===== src/rtl/gpu_pkg.sv =====
// rtl/gpu_pkg.sv - shared encodings for the per-thread register file
//
// Purpose: core FSM state codes used by the register file, write-source
// mux encodings, and the indices of the read-only special registers.
// Ports: none (package).
package gpu_pkg;

  // Core FSM states the register file reacts to; every other code is a no-op.
  localparam logic [2:0] STATE_REQUEST = 3'b011;
  localparam logic [2:0] STATE_UPDATE  = 3'b110;

  // Register write source selection.
  typedef enum logic [1:0] {
    MUX_ALU   = 2'b00,
    MUX_LSU   = 2'b01,
    MUX_CONST = 2'b10,
    MUX_NONE  = 2'b11
  } reg_input_mux_e;

  // Special register indices (read-only from the instruction stream).
  localparam logic [3:0] REG_BLOCK_IDX  = 4'd13;
  localparam logic [3:0] REG_BLOCK_DIM  = 4'd14;
  localparam logic [3:0] REG_THREAD_IDX = 4'd15;

  localparam int NUM_GP_REGS = 13;

endpackage


===== src/rtl/regfile_lane.sv =====
// rtl/regfile_lane.sv - one thread lane: 16 x 8-bit registers and registered read port
//
// Purpose: holds R0-R12 general-purpose registers and the %blockIdx copy
// for a single lane; R14/R15 are constants. Loads rs/rt on read_en.
// Optional macro: REGFILE_ZERO_R0_EN (R0 hardwired to zero).
// Ports:
//   clk, reset      clock, synchronous active-high reset
//   enable          block active; all state holds when low
//   block_id        loaded into R13 every enabled cycle
//   read_en         load rs/rt from rs_address/rt_address this edge
//   rs_address, rt_address  read indices
//   write_en        write write_data into R[rd_address] this edge
//   rd_address, write_data  write index and value
//   rs, rt          registered operands
module regfile_lane
  import gpu_pkg::*;
#(
  parameter int LANE_ID           = 0,
  parameter int THREADS_PER_BLOCK = 4
) (
  input  logic       clk,
  input  logic       reset,
  input  logic       enable,
  input  logic [7:0] block_id,
  input  logic       read_en,
  input  logic [3:0] rs_address,
  input  logic [3:0] rt_address,
  input  logic       write_en,
  input  logic [3:0] rd_address,
  input  logic [7:0] write_data,
  output logic [7:0] rs,
  output logic [7:0] rt
);

  logic [7:0] gp_regs [0:NUM_GP_REGS-1];
  logic [7:0] block_idx;

  // Architectural view of all 16 registers, special ones included.
  logic [7:0] reg_view [0:15];

  always_comb begin
    for (int r = 0; r < NUM_GP_REGS; r++) begin
      reg_view[r] = gp_regs[r];
    end
    reg_view[REG_BLOCK_IDX]  = block_idx;
    reg_view[REG_BLOCK_DIM]  = 8'(THREADS_PER_BLOCK);
    reg_view[REG_THREAD_IDX] = 8'(LANE_ID);
`ifdef REGFILE_ZERO_R0_EN
    reg_view[0] = 8'h00;
`endif
  end

  always_ff @(posedge clk) begin
    if (reset) begin
      for (int r = 0; r < NUM_GP_REGS; r++) begin
        gp_regs[r] <= 8'h00;
      end
      block_idx <= 8'h00;
      rs        <= 8'h00;
      rt        <= 8'h00;
    end else if (enable) begin
      block_idx <= block_id;
      if (read_en) begin
        rs <= reg_view[rs_address];
        rt <= reg_view[rt_address];
      end
      // Loop compare keeps the write decode inside R0-R12; indices 13-15
      // never match and are dropped.
      for (int r = 0; r < NUM_GP_REGS; r++) begin
`ifdef REGFILE_ZERO_R0_EN
        if (write_en && r != 0 && rd_address == 4'(r)) begin
          gp_regs[r] <= write_data;
        end
`else
        if (write_en && rd_address == 4'(r)) begin
          gp_regs[r] <= write_data;
        end
`endif
      end
    end
  end

endmodule


===== src/rtl/thread_regfile.sv =====
// rtl/thread_regfile.sv - per-thread register file for a SIMT compute block
//
// Purpose: instantiates one regfile_lane per thread lane, decodes the core
// state into read/write strobes and selects the per-lane write source.
// Optional macro: REGFILE_ZERO_R0_EN (R0 reads 0, writes to R0 dropped).
// Ports:
//   clk, reset                 clock, synchronous active-high reset
//   enable                     block active; everything holds when low
//   thread_enable              per-lane write mask
//   core_state                 011 = REQUEST (read), 110 = UPDATE (write)
//   block_id                   dispatched block index, mirrored in R13
//   decoded_rd/rs/rt_address   register indices
//   decoded_reg_write_enable   instruction writes rd
//   decoded_reg_input_mux      00 ALU, 01 LSU, 10 immediate, 11 none
//   decoded_immediate          broadcast constant
//   alu_out, lsu_out           per-lane results
//   rs, rt                     registered per-lane operands
module thread_regfile
  import gpu_pkg::*;
#(
  parameter int THREADS_PER_BLOCK = 4
) (
  input  logic                              clk,
  input  logic                              reset,
  input  logic                              enable,
  input  logic [THREADS_PER_BLOCK-1:0]      thread_enable,
  input  logic [2:0]                        core_state,
  input  logic [7:0]                        block_id,
  input  logic [3:0]                        decoded_rd_address,
  input  logic [3:0]                        decoded_rs_address,
  input  logic [3:0]                        decoded_rt_address,
  input  logic                              decoded_reg_write_enable,
  input  logic [1:0]                        decoded_reg_input_mux,
  input  logic [7:0]                        decoded_immediate,
  input  logic [THREADS_PER_BLOCK-1:0][7:0] alu_out,
  input  logic [THREADS_PER_BLOCK-1:0][7:0] lsu_out,
  output logic [THREADS_PER_BLOCK-1:0][7:0] rs,
  output logic [THREADS_PER_BLOCK-1:0][7:0] rt
);

  logic read_en;
  logic write_common;

  assign read_en = (core_state == STATE_REQUEST);

  // Lane-independent write qualification; the lane mask is applied below.
  assign write_common = (core_state == STATE_UPDATE)
                     && decoded_reg_write_enable
                     && (decoded_reg_input_mux != MUX_NONE)
                     && (decoded_rd_address < REG_BLOCK_IDX);

  for (genvar i = 0; i < THREADS_PER_BLOCK; i++) begin : g_lane
    logic [7:0] write_data;

    always_comb begin
      write_data = decoded_immediate;
      case (decoded_reg_input_mux)
        MUX_ALU: write_data = alu_out[i];
        MUX_LSU: write_data = lsu_out[i];
        default: write_data = decoded_immediate;
      endcase
    end

    regfile_lane #(
      .LANE_ID           (i),
      .THREADS_PER_BLOCK (THREADS_PER_BLOCK)
    ) u_lane (
      .clk        (clk),
      .reset      (reset),
      .enable     (enable),
      .block_id   (block_id),
      .read_en    (read_en),
      .rs_address (decoded_rs_address),
      .rt_address (decoded_rt_address),
      .write_en   (write_common && thread_enable[i]),
      .rd_address (decoded_rd_address),
      .write_data (write_data),
      .rs         (rs[i]),
      .rt         (rt[i])
    );
  end

endmodule

===== config.mk =====
export PLATFORM = sky130hd
export DESIGN_NAME = thread_regfile
export DESIGN_NICKNAME = d
export VERILOG_FILES = /design/src/rtl/gpu_pkg.sv /design/src/rtl/regfile_lane.sv /design/src/rtl/thread_regfile.sv
export SDC_FILE = /design/constraint.sdc
export NUM_CORES = 1
export LEC_CHECK = 0
export ABC_AREA = 1
export CAP_MARGIN = 20
export CORE_MARGIN = 2
export CORE_UTILIZATION = 35
export DETAILED_ROUTE_END_ITERATION = 8
export GPL_TIMING_DRIVEN = 0
export PLACE_DENSITY = 0.53
export SLEW_MARGIN = 15
export SYNTH_ARGS = -nofsm -noshare
export SYNTH_HDL_FRONTEND = slang
export SYNTH_SLANG_ARGS = --single-unit

===== constraint.sdc =====
create_clock -name clk -period 2.9 [get_ports clk]
set_clock_uncertainty 0.15 [all_clocks]
set_input_delay 0.58 -clock clk [delete_from_list [all_inputs] [get_ports clk]]
set_output_delay 0.58 -clock clk [all_outputs]
set_load 0.02 [all_outputs]

* Word-level counts from Yosys, hierarchy flattened
Memories as Yosys holds them, arrays and structs flattened. Index checks and enable logic that the tools add are counted.
Cells by class: $lt $le $gt $ge 3, equality and inequality tests 16, muxes and demuxes 290, bitwise logic cells 54, reductions and logical operators 62
Operators by type and width (count):
- $mux W8 | 68
- $bmux W8 S4 | 8
- $mux W1 | 210
- $pmux W8 S2 | 4
- $logic_and A1 B1 Y1 | 59
- $or A1 B1 Y1 | 52
- $eq A4 B4 Y1 const B | 5
- $eq A4 B3 Y1 const B | 4
- $ge A5 B5 Y1 const B | 2
- $not A4 Y5 | 2
- $eq A4 B2 Y1 const B | 2
- $eq A4 B1 Y1 const B | 1
- $logic_not A4 Y1 | 1
- $lt A4 B4 Y1 const B | 1
- $eq A3 B2 Y1 const B | 1
- $eq A3 B3 Y1 const B | 1
- $eq A2 B1 Y1 const B | 1
- $logic_not A2 Y1 | 1
- $ne A2 B2 Y1 const B | 1
- $reduce_and A2 Y1 | 1
Word-level totals: flip-flop bits (word level) 72, memory bits (writable) 416, input port bits 105, output and inout bits 64, word-level logic and storage cells 438, memories 4
Memories:
- g_lane[0].u_lane.gp_regs | depth 13, bits a word 8, rd ports 13, clocked after memory_dff 0, wr ports 13, line regfile_lane.sv:35 | logic [7:0] gp_regs [0:NUM_GP_REGS-1];
- g_lane[1].u_lane.gp_regs | depth 13, bits a word 8, rd ports 13, clocked after memory_dff 0, wr ports 13, line regfile_lane.sv:35
- g_lane[2].u_lane.gp_regs | depth 13, bits a word 8, rd ports 13, clocked after memory_dff 0, wr ports 13, line regfile_lane.sv:35
- g_lane[3].u_lane.gp_regs | depth 13, bits a word 8, rd ports 13, clocked after memory_dff 0, wr ports 13, line regfile_lane.sv:35

* Longest topological paths before layout
depth in word-level cells 11, mapped depth 11, gate-level depth less buffers 9

* Modules after synthesis
A second synthesis with hierarchy kept.
Second synthesis, totals: cells, all modules 3937, area total of the unflattened synthesis 28890.2 um2
By module, submodules not included:
- regfile_lane (g_lane[3].u_lane) | times used 1, cells an instance 961, area an instance 7113.1 um2, sequential area each 3603.5 um2
- regfile_lane (g_lane[2].u_lane) | times used 1, cells an instance 961, area an instance 7089.3 um2, sequential area each 3603.5 um2
- regfile_lane (g_lane[1].u_lane) | times used 1, cells an instance 961, area an instance 7070.5 um2, sequential area each 3603.5 um2
- regfile_lane (g_lane[0].u_lane) | times used 1, cells an instance 918, area an instance 7033.0 um2, sequential area each 3603.5 um2
- thread_regfile | times used 1, cells an instance 136, area an instance 584.3 um2, sequential area each 0.0 um2

* Worst setup path before layout
No wires, ideal clock.
kind input to register, start point in decoded_rd_address[1], end point mem g_lane[0].u_lane.gp_regs[12][4] (netlist: g_lane[0].u_lane.gp_regs[0][100]), enable pin, setup time 0.384 ns, arrival time 1.769 ns, required time 2.366 ns, setup slack 0.597 ns, stages on the path 5, buffers on the path 0, cells stage by stage inv_1 > nand2_1 > a21oi_1 > nand2_1 > o21ai_0
RTL lines:
- from (decl) | line thread_regfile.sv:29 | input logic [3:0] decoded_rd_address,
- to (decl) | line regfile_lane.sv:35

* Worst setup path after layout
start point in decoded_rt_address[2], end point reg g_lane[2].u_lane.rt[0]
On the way: longest elaborated chain between the ends 4
Ends and longest elaborated chain:
- from (decl) | line thread_regfile.sv:31 | input logic [3:0] decoded_rt_address,
- $not A4 Y5 (not written as such) | line regfile_lane.sv:65 | rt <= reg_view[rt_address];
- $bmux W8 S4 | line regfile_lane.sv:65
- $mux W8 (not written as such) (2 in series) | line regfile_lane.sv:65
- to (signal assigned) | line regfile_lane.sv:65
- to (decl) | line regfile_lane.sv:32 | output logic [7:0] rt
Every way passes these cells. The select of a mux whose other input is x is not followed. A chain may end at the register's enable or synchronous reset.

==> results_dict.tcl <==
set metrics [dict create \
    antenna_found_initial 5 \
    firstDrtPassIters 9 \
    status "finished with violations" \
    yosys-top-cells-count "1474 x nand2_1, 511 x nor2_1, 416 x edfxtp_1" \
    synthArstFlopShare_pct 0 \
    fmax_mhz 349.1 \
    ir_drop_v 0.0004672 \
    finalSetupViolCount 0 \
    cts_tree "yes" \
    cts_max_level 2 \
    fin_crit_ns 2.865 \
    die_area_mm2 0.07932 \
    num_io_pins 169 \
    switching_share_pct 29.52 \
    initial_core_util_pct 35.46 \
    avgSynthCellArea_um2 7.490 \
    p_int_mw 12.81 \
    post-place-cells 4800 \
    wirelength_um 127300 \
    dpl.hpwl_um 98680 \
    fp.coreArea_mm2 0.07608 \
    postSynthCellCount 3602 \
    route.antenna.remaining_nets 0 \
    p_sw_mw 5.366 \
    synth_seq_area_share_pct 51.64 \
    globalplace.congestion 0.9795 \
    fin_setup_tns_ns 0 \
    arrival_ns 3.29 \
    cts_buffers 57 \
    maxSlewHeadroom_pct 19.14 \
    min_period_over_period_pct 98.78 \
    synth_edf_count 416 \
    nFillCells 7981 \
    drv_cap 0 \
    wl_per_cell_um 25.91 \
    area_growth_pct 18.30 \
    powerDensity_mw_per_mm2 569.6 \
    port_buffers 164 \
    layoutNonFillerInstCount 4913 \
    synth_cell_type_count 24 \
    slew_violations 0 \
    syn_nets 3707 \
    viasPerCell 5.433 \
    syn_area_mm2 0.02698 \
    worstMarginPinSlew_ns 1.213 \
    violations "design-rule violations" \
    clock-sinks 488 \
    endpoint_kind "flip-flop" \
    root_buffer "clkbuf_16" \
    ys_warn_count 0 \
    cts.hold.buffers_added 0 \
    drive_above_1_share_pct 9.103 \
    track_usage_pct 31.48 \
    insertion_delay_ns 0.64 \
    crit_required_ns 3.32 \
    post-place-ws_ns -1.153 \
    cp-start-kind "primary input" \
    grt_pass1_wl_um 175400 \
    clkPwrFrac_pct 39.5 \
    drtIter0Drc 3915 \
    die_h_um 281.6 \
    hold_slack_ns 0.2463 \
    yosys.area.top_type_share_pct 46.30 \
    clockBufferDepth 3 \
    synth-main-ff-cell "edfxtp_1" \
    yosysMostFrequentCell "nand2_1" \
    synth_top_cell_by_area "edfxtp_1" \
    grt_pass1_vias 24330 \
    num_rows 101 \
    worstSetupPathType "primary input to flip-flop" \
    hp-class "primary input to flip-flop" \
    rrSetupSlack_ns 1.10 \
    combinationalPowerShare_pct 15.3 \
    final.setup.worst_slack_ns 0.03542 \
    vias 26690 \
    clk_pin_slew_ns 0.06 \
    hold_viol 0 \
    yosys-top-cells-area "edfxtp_1 46%, nand2_1 21%, nor2_1 7.1%" \
    dieWidth_um 281.6 \
    synth_seq_cells 488 \
    rsz0062_at_grt "no" \
    final_nets 3934 \
    grt_max_degree 16 \
    crit_fanout 10 \
    leakage_nw 13.46 \
    grt.overflow.total 0 \
    drcViolationCount 2 \
    seqPwrFrac_pct 45.2 \
]
-- per-stage QoR --
stage / util, % / power, mW / area (um^2)
floorplan: - / 9.766 / 26980
global placement: 39.32 / 11.03 / 29910
detailed placement: 39.40 / 11.04 / 29970
CTS: 41.86 / 18.08 / 31850
global route: 41.94 / 18.65 / 31900
finish: 41.95 / 18.18 / 31920
-- power groups by stage --
stage / Combinational [mW] / Sequential (mW) / Clock (mW)
2_1_floorplan: 1.46 / 8.31 / 0
5_1_grt: 2.95 / 8.26 / 7.45
6_report: 2.78 / 8.22 / 7.17
4_1_cts: 2.70 / 8.22 / 7.17
3_5_place_dp: 2.68 / 8.36 / 0
3_3_place_gp: 2.67 / 8.36 / 0
-- registers in the layout (all words and copies together) (netlist names) --
name,cells
g_lane.u_lane.gp_regs,416
g_lane.u_lane.rs,32
g_lane.u_lane.rt,32
g_lane.u_lane.block_idx,8
-- layout make-up --
type | instances | area [um^2] | share of cell area [%]
Buffer | 212 | 1062 | 3.328
Sequential cell | 488 | 13930 | 43.66
Clock buffer | 81 | 1650 | 5.171
Multi-Input combinational cell | 2675 | 11260 | 35.27
Tap cell | 1030 | 1289 | 4.038
Timing Repair Buffer | 168 | 1672 | 5.238
Inverter | 227 | 860.8 | 2.697
Antenna cell | 5 | 12.51 | 0.03920
Clock inverter | 27 | 180.2 | 0.5645
-- worst max-delay path, cell delays in order --
cell             delay [ns]
clkdlybuf4s50_1        0.66
inv_2                  0.33
buf_2                  0.39
buf_1                  0.63
nand2_1                0.16
nand2_1                0.24
nand3_1                0.13
a21oi_1                0.13
-- placed cells by master, fill, tap and decap left out, drive strengths merged --
master,Yosys,routed
a21oi,181,181
buf,152,155
bufinv,0,1
clkbuf,60,142
clkdlybuf4s50,0,164
clkinv,6,26
clkinvlp,0,2
dfxtp,72,72
diode,0,5
edfxtp,416,416
inv,221,225
nand2,1516,1516
nand3,297,297
nand4,10,10
nor2,515,515
o211ai,16,16
o21ai,100,100
o221ai,24,24
or2,16,16
-- worst paths after layout --
path                                      start  cells past startpoint                endpoint
setup / recovery          decoded_rt_address[2]                      8  g_lane[2].u_lane.rt[0]
hold / removal            decoded_rs_address[2]                      5  g_lane[3].u_lane.rs[1]
setup reg to reg  g_lane[2].u_lane.block_idx[1]                      8  g_lane[2].u_lane.rt[1]
hold reg to reg          g_lane[3].u_lane.rs[3]                      2  g_lane[3].u_lane.rs[3]
-- repair_timing --
action / 4_1_cts / 5_1_grt
gates resized for setup: 16 / 28
endpoints found under the hold margin: 0 / 0
buffers inserted: 0 / 0
setup endpoints to repair: 128 / 173
-- kinds of logic (layout without fill, tap and decap cells) --
kind of cell	count (synthesis)	count (layout)	share of synthesized area, %
buf+inv	439	715	7.086
flops	488	488	51.64
simple gates	2354	2354	34.83
other cells	0	5	0
compound gates	321	321	6.437
-- per-layer routing --
metal | wire length, um | part of all wire [%] | global-route usage, % | up-vias
met5 | 0 | 0 | 0 | -
met4 | 5574 | 4.4 | 12.45 | 0
met3 | 13670 | 11 | 5.262 | 272
met2 | 55510 | 44 | 48.31 | 1609
met1 | 52540 | 41 | 44.23 | 12740
li1 | - | - | - | 12070
Power figures use the tool's default switching activity.
